### config.mk
export PLATFORM = sky130hd
export DESIGN_NAME = ahb_busreq_scheduler
export DESIGN_NICKNAME = d
export VERILOG_FILES = /design/src/rtl/ahb_busreq_scheduler.sv
export SDC_FILE = /design/constraint.sdc
export NUM_CORES = 1
export LEC_CHECK = 0
export CAP_MARGIN = 20
export CORE_MARGIN = 5
export CORE_UTILIZATION = 31
export DETAILED_ROUTE_END_ITERATION = 7
export PLACE_DENSITY = 0.74
export REMOVE_ABC_BUFFERS = 1
export SYNTH_ARGS = -nofsm -noshare
export SYNTH_HDL_FRONTEND = slang
export SYNTH_SLANG_ARGS = --single-unit
### constraint.sdc
create_clock -name hclk -period 4.6 [get_ports hclk]
set_input_delay 0.69 -clock hclk [delete_from_list [all_inputs] [get_ports hclk]]
set_output_delay 0.69 -clock hclk [all_outputs]
set_load 0.005 [all_outputs]
### src/rtl/ahb_busreq_scheduler.sv
// AHB bus-request scheduler: tracks owner burst beats, arbitrates, drives grant/ho/hlockx.
// Define AHB_SCHED_RR_EN for round-robin arbitration; default build is fixed priority.
module ahb_busreq_scheduler #(
  parameter int NUM_MASTERS    = 5,
  parameter int DEFAULT_MASTER = 0
) (
  input  logic        hclk,
  input  logic        hrst_n,
  input  logic [15:0] hbusreq,
  input  logic [15:0] hlock,
  input  logic        hready,
  input  logic [1:0]  htrans,
  input  logic [2:0]  hburst,
  output logic [15:0] grant,
  output logic        ho,
  output logic        hlockx,
  output logic [2:0]  cur_master
);

  typedef enum logic [1:0] {PARK, OWN, LOCKED} state_t;

  localparam logic [2:0]  DEF  = 3'(DEFAULT_MASTER);
  localparam logic [15:0] MASK = 16'((17'd1 << NUM_MASTERS) - 17'd1);
  localparam logic [1:0]  IDLE = 2'b00;
  localparam logic [1:0]  NSEQ = 2'b10;

  state_t      state, state_nxt;
  logic [4:0]  cnt, cnt_nxt, burst_len;
  logic [2:0]  cur_nxt, win;
  logic        ho_nxt, hlockx_nxt;
  logic [15:0] req;
  logic        beat, owner_req, arb, found;
`ifdef AHB_SCHED_RR_EN
  logic [2:0]  ptr, ptr_nxt;
`endif

  assign req       = hbusreq & MASK;
  assign beat      = hready & htrans[1];
  assign owner_req = hbusreq[cur_master];

  // Arbitration only at burst boundaries, never mid-handover or under lock.
  assign arb = hready && !ho && (state != LOCKED) &&
               (((cnt == 5'd0) && (!owner_req || htrans == IDLE)) ||
                ((cnt == 5'd1) && beat));

  always_comb begin
    case (hburst)
      3'b000:         burst_len = 5'd1;
      3'b001:         burst_len = 5'd0;
      3'b010, 3'b011: burst_len = 5'd4;
      3'b100, 3'b101: burst_len = 5'd8;
      default:        burst_len = 5'd16;
    endcase
  end

  always_comb begin
    cnt_nxt = cnt;
    if (beat) begin
      if (htrans == NSEQ) cnt_nxt = (burst_len == 5'd0) ? 5'd0 : burst_len - 5'd1;
      else                cnt_nxt = (cnt == 5'd0) ? 5'd0 : cnt - 5'd1;
    end
  end

  always_comb begin
    win   = DEF;
    found = 1'b0;
`ifdef AHB_SCHED_RR_EN
    for (int i = 1; i <= NUM_MASTERS; i++) begin
      int idx;
      idx = int'(ptr) + i;
      if (idx >= NUM_MASTERS) idx = idx - NUM_MASTERS;
      if (!found && req[idx[3:0]]) begin
        win   = idx[2:0];
        found = 1'b1;
      end
    end
`else
    for (int i = 0; i < NUM_MASTERS; i++) begin
      if (!found && req[i[3:0]]) begin
        win   = i[2:0];
        found = 1'b1;
      end
    end
`endif
  end

  always_comb begin
    state_nxt  = state;
    cur_nxt    = cur_master;
    hlockx_nxt = hlockx;
    ho_nxt     = ho & ~hready;
`ifdef AHB_SCHED_RR_EN
    ptr_nxt    = ptr;
`endif
    if (arb) begin
      if (!found) begin
        state_nxt  = PARK;
        hlockx_nxt = 1'b0;
        cur_nxt    = DEF;
      end else begin
        state_nxt  = hlock[win] ? LOCKED : OWN;
        hlockx_nxt = hlock[win];
        cur_nxt    = win;
      end
      if (cur_nxt != cur_master) begin
        ho_nxt = 1'b1;
`ifdef AHB_SCHED_RR_EN
        ptr_nxt = cur_nxt;
`endif
      end
    end else if (state == LOCKED && hready && !hlock[cur_master] && cnt == 5'd0) begin
      // Unlock now; the following cycle is an arbitration point.
      state_nxt  = OWN;
      hlockx_nxt = 1'b0;
    end
  end

  always_ff @(posedge hclk) begin
    if (!hrst_n) begin
      state      <= PARK;
      cnt        <= 5'd0;
      cur_master <= DEF;
      grant      <= 16'd1 << DEF;
      ho         <= 1'b0;
      hlockx     <= 1'b0;
`ifdef AHB_SCHED_RR_EN
      ptr        <= DEF;
`endif
    end else begin
      if (hready) begin
        state  <= state_nxt;
        ho     <= ho_nxt;
        hlockx <= hlockx_nxt;
      end
      cnt        <= cnt_nxt;
      cur_master <= cur_nxt;
      grant      <= 16'd1 << cur_nxt;
`ifdef AHB_SCHED_RR_EN
      ptr        <= ptr_nxt;
`endif
    end
  end

endmodule

# Word level (Yosys, flattened, before mapping)
# Cells that the tools add are included.
dict set report totals {
  reg_bits 28
  inputBits 40
  output_inout_bits 21
  elab_cells 84
}
dict set report classes {
  reduce_logical 29
  shift 1
  eq_ne 10
  muxes 31
  bitwise 3
  n_addsub 2
  n_lt_le_gt_ge 2
}
# operator count
set op_table {}
lappend op_table {{one-hot mux 5 bit (4 select lines)} 1}
lappend op_table {{2-to-1 mux 3 bit} 6}
lappend op_table {{left shift 1 x 3 -> 16 bit, first input constant} 1}
lappend op_table {{2-to-1 mux 5 bit} 3}
lappend op_table {{2-to-1 mux 1 bit} 14}
lappend op_table {{logical AND 1 bit} 12}
lappend op_table {{zero test 5 bit} 2}
lappend op_table {{less-than comparator 3 x 5 -> 1 bit, second input constant} 2}
lappend op_table {{subtractor 5 x 1 -> 5 bit, second input constant} 2}
lappend op_table {{binary-select mux 1 bit (select 3 bit)} 3}
lappend op_table {{2-to-1 mux 2 bit} 4}
lappend op_table {{zero test 1 bit} 7}
lappend op_table {{equality test 3 x 2 -> 1 bit, second input constant} 2}
lappend op_table {{equality test 3 bit, second input constant} 2}
lappend op_table {{equality test 5 x 1 -> 1 bit, second input constant} 1}
lappend op_table {{equality test 2 bit, second input constant} 2}
lappend op_table {{OR reduction 2 bit} 2}
lappend op_table {{equality test 3 x 1 -> 1 bit, second input constant} 1}
lappend op_table {{zero test 3 bit} 1}
lappend op_table {{!= test 3 bit} 1}
lappend op_table {{AND 1 bit} 2}
lappend op_table {{zero test 2 bit} 1}
lappend op_table {{logical OR 1 bit} 2}
lappend op_table {{!= test 2 bit, second input constant} 1}
lappend op_table {{3 further kinds} 3}

# Logic depth before layout (Yosys ltp)
dict set report depth {
  ltp_word 18
  depth_mapped 8
  ltp_nobuf 7
}

# Worst setup path before layout
# Ideal clock, no wire load.
dict set report synth_path {
  kind {input -> register}
  from {input port hlock[3]}
  to {register hlockx}
  path_stages 5
  arrival_time_ns 1.952
  setup_ns 0.117
  path_slack_ns 2.530
  path_buffers 0
  required_time_ns 4.483
  path_cell_list {mux4_2 > and2_4 > a2111oi_4 > o21ai_2 > a32o_1}
}
dict set report synth_via {
  elab_chain_cells 7
  elab_cells_between_ends 11
  cone_classes {mux: 6; reduce/logical: 5}
}
# item line
set synth_lines {}
lappend synth_lines {{from (decl)} 10} ;# input logic [15:0] hlock,
lappend synth_lines {{binary-select mux 1 bit (select 3 bit)} 111} ;# end else if (state == LOCKED && hready && !hlock[cur_master] && cnt == 5'd0) begin
lappend synth_lines {{2-to-1 mux 1 bit (not written as such)} 111}
lappend synth_lines {{zero test 1 bit} 111}
lappend synth_lines {{logical AND 1 bit (2 in a row)} 111}
lappend synth_lines {{nonzero test 2 bit (no source line)} --}
lappend synth_lines {{AND reduction 2 bit (no source line)} --}
lappend synth_lines {{to (signal assigned)} 133} ;# hlockx <= hlockx_nxt;
lappend synth_lines {{to (decl)} 16} ;# output logic hlockx,
# Parallel ways exist; a longest one is shown, timed or not. The select of a mux whose other input is x is not followed.
# A chain may end at the register's enable or synchronous reset.

# Final worst setup path
dict set report layout_path {
  from {input port hready}
  to {register grant[4]}
}
dict set report layout_via {
  elab_chain_cells 6
  elab_cells_between_ends 8
  cone_classes {shift: 1; mux: 1; bitwise: 1; reduce/logical: 5}
}
# item line
set layout_lines {}
lappend layout_lines {{from (decl)} 11} ;# input logic hready,
lappend layout_lines {{AND 1 bit} 38} ;# assign beat = hready & htrans[1];
lappend layout_lines {{logical AND 1 bit} 44} ;# ((cnt == 5'd1) && beat));
lappend layout_lines {{logical OR 1 bit} 43} ;# (((cnt == 5'd0) && (!owner_req || htrans == IDLE)) ||
lappend layout_lines {{logical AND 1 bit (*)} 42} ;# assign arb = hready && !ho && (state != LOCKED) &&
lappend layout_lines {{2-to-1 mux 3 bit (*)} 95} ;# if (arb) begin
lappend layout_lines {{left shift 1 x 3 -> 16 bit (*)} 137} ;# grant <= 16'd1 << cur_nxt;
lappend layout_lines {{to (signal assigned)} 123} ;# grant <= 16'd1 << DEF;
lappend layout_lines {{to (signal assigned)} 137}
lappend layout_lines {{to (decl)} 14} ;# output logic [15:0] grant,
# Mark *: on every way between the ends. The rest lies on a longest branch, timed or not.

==> key figures <==
Run
  • Max-cap viol count: 0

Finish
  • Layout Cells excl Fill: 230
  • Layout area overhead: 28.4%
  • Antenna diode count: 0
  • Final nets: 224
  • Most common cell after layout, fill and taps aside: clkdlybuf4s50_1
  • Share of cells above drive strength 1: 8.33%
  • Commonest non-fill, non-tap cells in the layout: clkdlybuf4s50_1 (35), dfxtp_1 (19), nor2_1 (12)
  • Fill count: 418
  • Finished Core Util: 41.8%

Setup path
  • Worst Path Buf+Inv: 1
  • Critical R2R Launch: cur_master[1]$_SDFF_PN0_
  • Critical Path Fanout Max: 16
  • Crit path capture type: flip-flop
  • WS Path Type: in -> reg
  • Slowest CP cell: clkdlybuf4s50_1
  • Reg2Reg Setup Slack: 2.20 ns
  • Cell family with the largest share of critical-path delay: compound AO/OA/AOI/OAI gates
  • Critical Path Max Stage Delay: 0.58 ns
  • WP data arrival: 2.77 ns
  • WP data required: 4.80 ns
  • Reg2Reg Depth: 5
  • Critical-path cell list: clkdlybuf4s50_1, and3_1, o2111ai_1, a31oi_4, mux2i_2, nor2b_1
  • Reg-to-Reg End: grant[4]$_SDFF_PN0_
  • CP startpoint kind: primary input

Global route
  • Largest net degree at the start of global routing: 17
  • Antenna violations before repair: 0
  • All-Layer GR Usage: 11.2%
  • Number of global-route vias before repair: 1051
  • First-pass GRT wire length: 4.86 mm
  • Grt ovf: 0

Logic synthesis
  • Synth unique cells: 49
  • Cell taking the most area after synthesis: dfxtp_1
  • Number of synthesized register bits: 19
  • Primary FF master, synth: dfxtp_1
  • Mapped Area: 1320 um2
  • Synth warn: 0
  • Syn avg cell area: 8.88 um2
  • Seq/Total Area, Yosys: 28.8%
  • Synth Instances: 149
  • Ranking of synthesized cells by area: dfxtp_1 (29%), mux2i_1 (6.8%), buf_4 (4.5%)
  • Asr flop ratio synth: 0%
  • Yosys top cell area share: 28.8%
  • Post-synth EDFFs: 0

Hold path
  • WHS Endpoint: state[0]$_SDFFE_PN0P_
  • Hold depth: 2
  • Hold WC Path Type: reg -> reg
  • Worst hold start: state[0]$_SDFFE_PN0P_

Clock tree
  • H-tree depth: 1
  • # clock sinks: 19
  • CTS tree: built
  • Cts hold-fix bufs: 0
  • Resize count post-CTS: 0
  • Clock slew at reported path FFs: 0.07 ns
  • Num CTS Buffers: 3
  • Max Root-Sink Buffers: 2
  • Clock Latency Late Sink: 0.26 ns
  • CTS root buf: clkbuf_8
  • Post-CTS setup buffer count: 0

Die
  • # rows: 23
  • Die Y: 75.3 um
  • Area of the die: 5670 um2
  • Initial core utilization: 32.6%
  • Chip width: 75.3 um
  • I/O pins: 61
  • Core Box Area: 4060 um2

Routing
  • Total Wirelength: 2.98 mm
  • Drt first pass iters: 4
  • Routed len/inst: 13.0 um
  • # DRC: 0
  • Post-route ant nets: 0
  • Initial DRC count: 58
  • Via count: 1154
  • Vias per cell: 5.02

Timing
  • RSZ-0062 raised after global routing: no
  • Final min period: 2.57 ns
  • Max Clock Skew: 0.00249 ns
  • Final setup viols: 0
  • Setup TNS: 0 ns
  • Final period util: 55.8%
  • Max-Slew Margin vs Limit: 54.8%
  • Tightest Pin Transition: 0.678 ns
  • Fmax: 389 MHz
  • Fin. Hold Viols: 0
  • Max Slew Vio Count: 0

Placement
  • Post-DP HPWL: 2.25 mm
  • Cells after DPL: 226
  • RePlAce Congestion: 0.758
  • Port bufs: 35

Power and ir drop
  • Lkg Pwr: 0.000626 uW
  • Pwr dens: 237 nW/um2
  • Peak supply drop: 0.0848 mV

Outcome
  • Status: completed
tightest hold or removal path, delay by kind of cell (launching register included):
family | cells | cell delay (ns)
AO/OA/AOI/OAI | 1 | 0.05
buffers and inverters | 1 | 0.06
flip-flops | 1 | 0.31
sequential cells by signal, summed over array words and instances, names as in the netlist:
signal      count
state           1
cur_master      3
ho              1
cnt             5
hlockx          1
grant           8
report_power, final:
part | switching (uW) | internal [uW]
logic | 48.5 | 53.7
clock network | 59.8 | 60.4
registers | 8.57 | 171
routing by layer:
metal	global-route usage [%]	up-vias	part of all wire (%)
met5	0	-	0
met4	5.83	0	2.5
met3	1.72	5	6.9
met2	16.1	42	42
met1	15.9	530	48
li1	-	577	-
kinds of logic (layout without fill, tap and decap cells):
logic type | after synthesis | count (layout) | synth area share [%]
simple gates | 50 | 50 | 20.5
compound gates | 37 | 37 | 23.1
buf+inv | 23 | 47 | 10.6
flops | 19 | 19 | 28.8
mux | 12 | 12 | 11.3
xor+xnor | 4 | 4 | 2.65
fa+ha+maj | 3 | 3 | 2.84
other cells | 1 | 8 | 0.284
cell type report:
class / count / area (um2) / share of cell area, %
flip-flops and latches: 19 / 380 / 22.4
well taps: 50 / 62.6 / 3.68
clock inverters: 1 / 5.00 / 0.295
multi-input cells: 114 / 828 / 48.8
repair buffers: 35 / 350 / 20.6
clock buffers: 3 / 41.3 / 2.43
inverters: 8 / 30.0 / 1.77
Yosys cell counts, types with 2 or more instances:
cell	count
a21o_1	2
o21a_1	5
nand3_1	2
o21ai_0	7
nand2_1	7
nor2b_1	6
buf_6	3
inv_1	8
nor3_1	5
nand2b_1	4
mux4_2	2
buf_4	8
dfxtp_1	19
clkbuf_1	3
mux2i_1	9
a21oi_1	5
nor2_1	12
and3_1	2
nor3b_1	2
o221a_2	2
xnor2_1	3
and2_1	4
ha_1	3
how the worst max path moves through the flow:
stage	start	to	slack, ns	depth (start not counted)
2_1_floorplan	cur_master[1]$_SDFF_PN0_	hlockx$_SDFFE_PN0P_	2.47	5
3_3_place_gp	hready	grant[4]$_SDFF_PN0_	1.77	6
3_5_place_dp	hready	grant[4]$_SDFF_PN0_	1.76	6
4_1_cts	hready	grant[4]$_SDFF_PN0_	2.04	6
5_1_grt	hready	grant[4]$_SDFF_PN0_	1.87	6
6_report	hready	grant[4]$_SDFF_PN0_	2.03	6
through the flow:
step	power, uW	hold slack (ns)	area, um2	setup WS, ns
2_1_floorplan	242	0.438	1240	2.47
3_3_place_gp	284	0.443	1650	1.77
3_5_place_dp	286	0.451	1650	1.76
4_1_cts	406	0.462	1700	2.04
5_1_grt	424	0.509	1700	1.87
6_report	402	0.462	1700	2.03
Note: power is estimated with default switching activity, not from simulation.
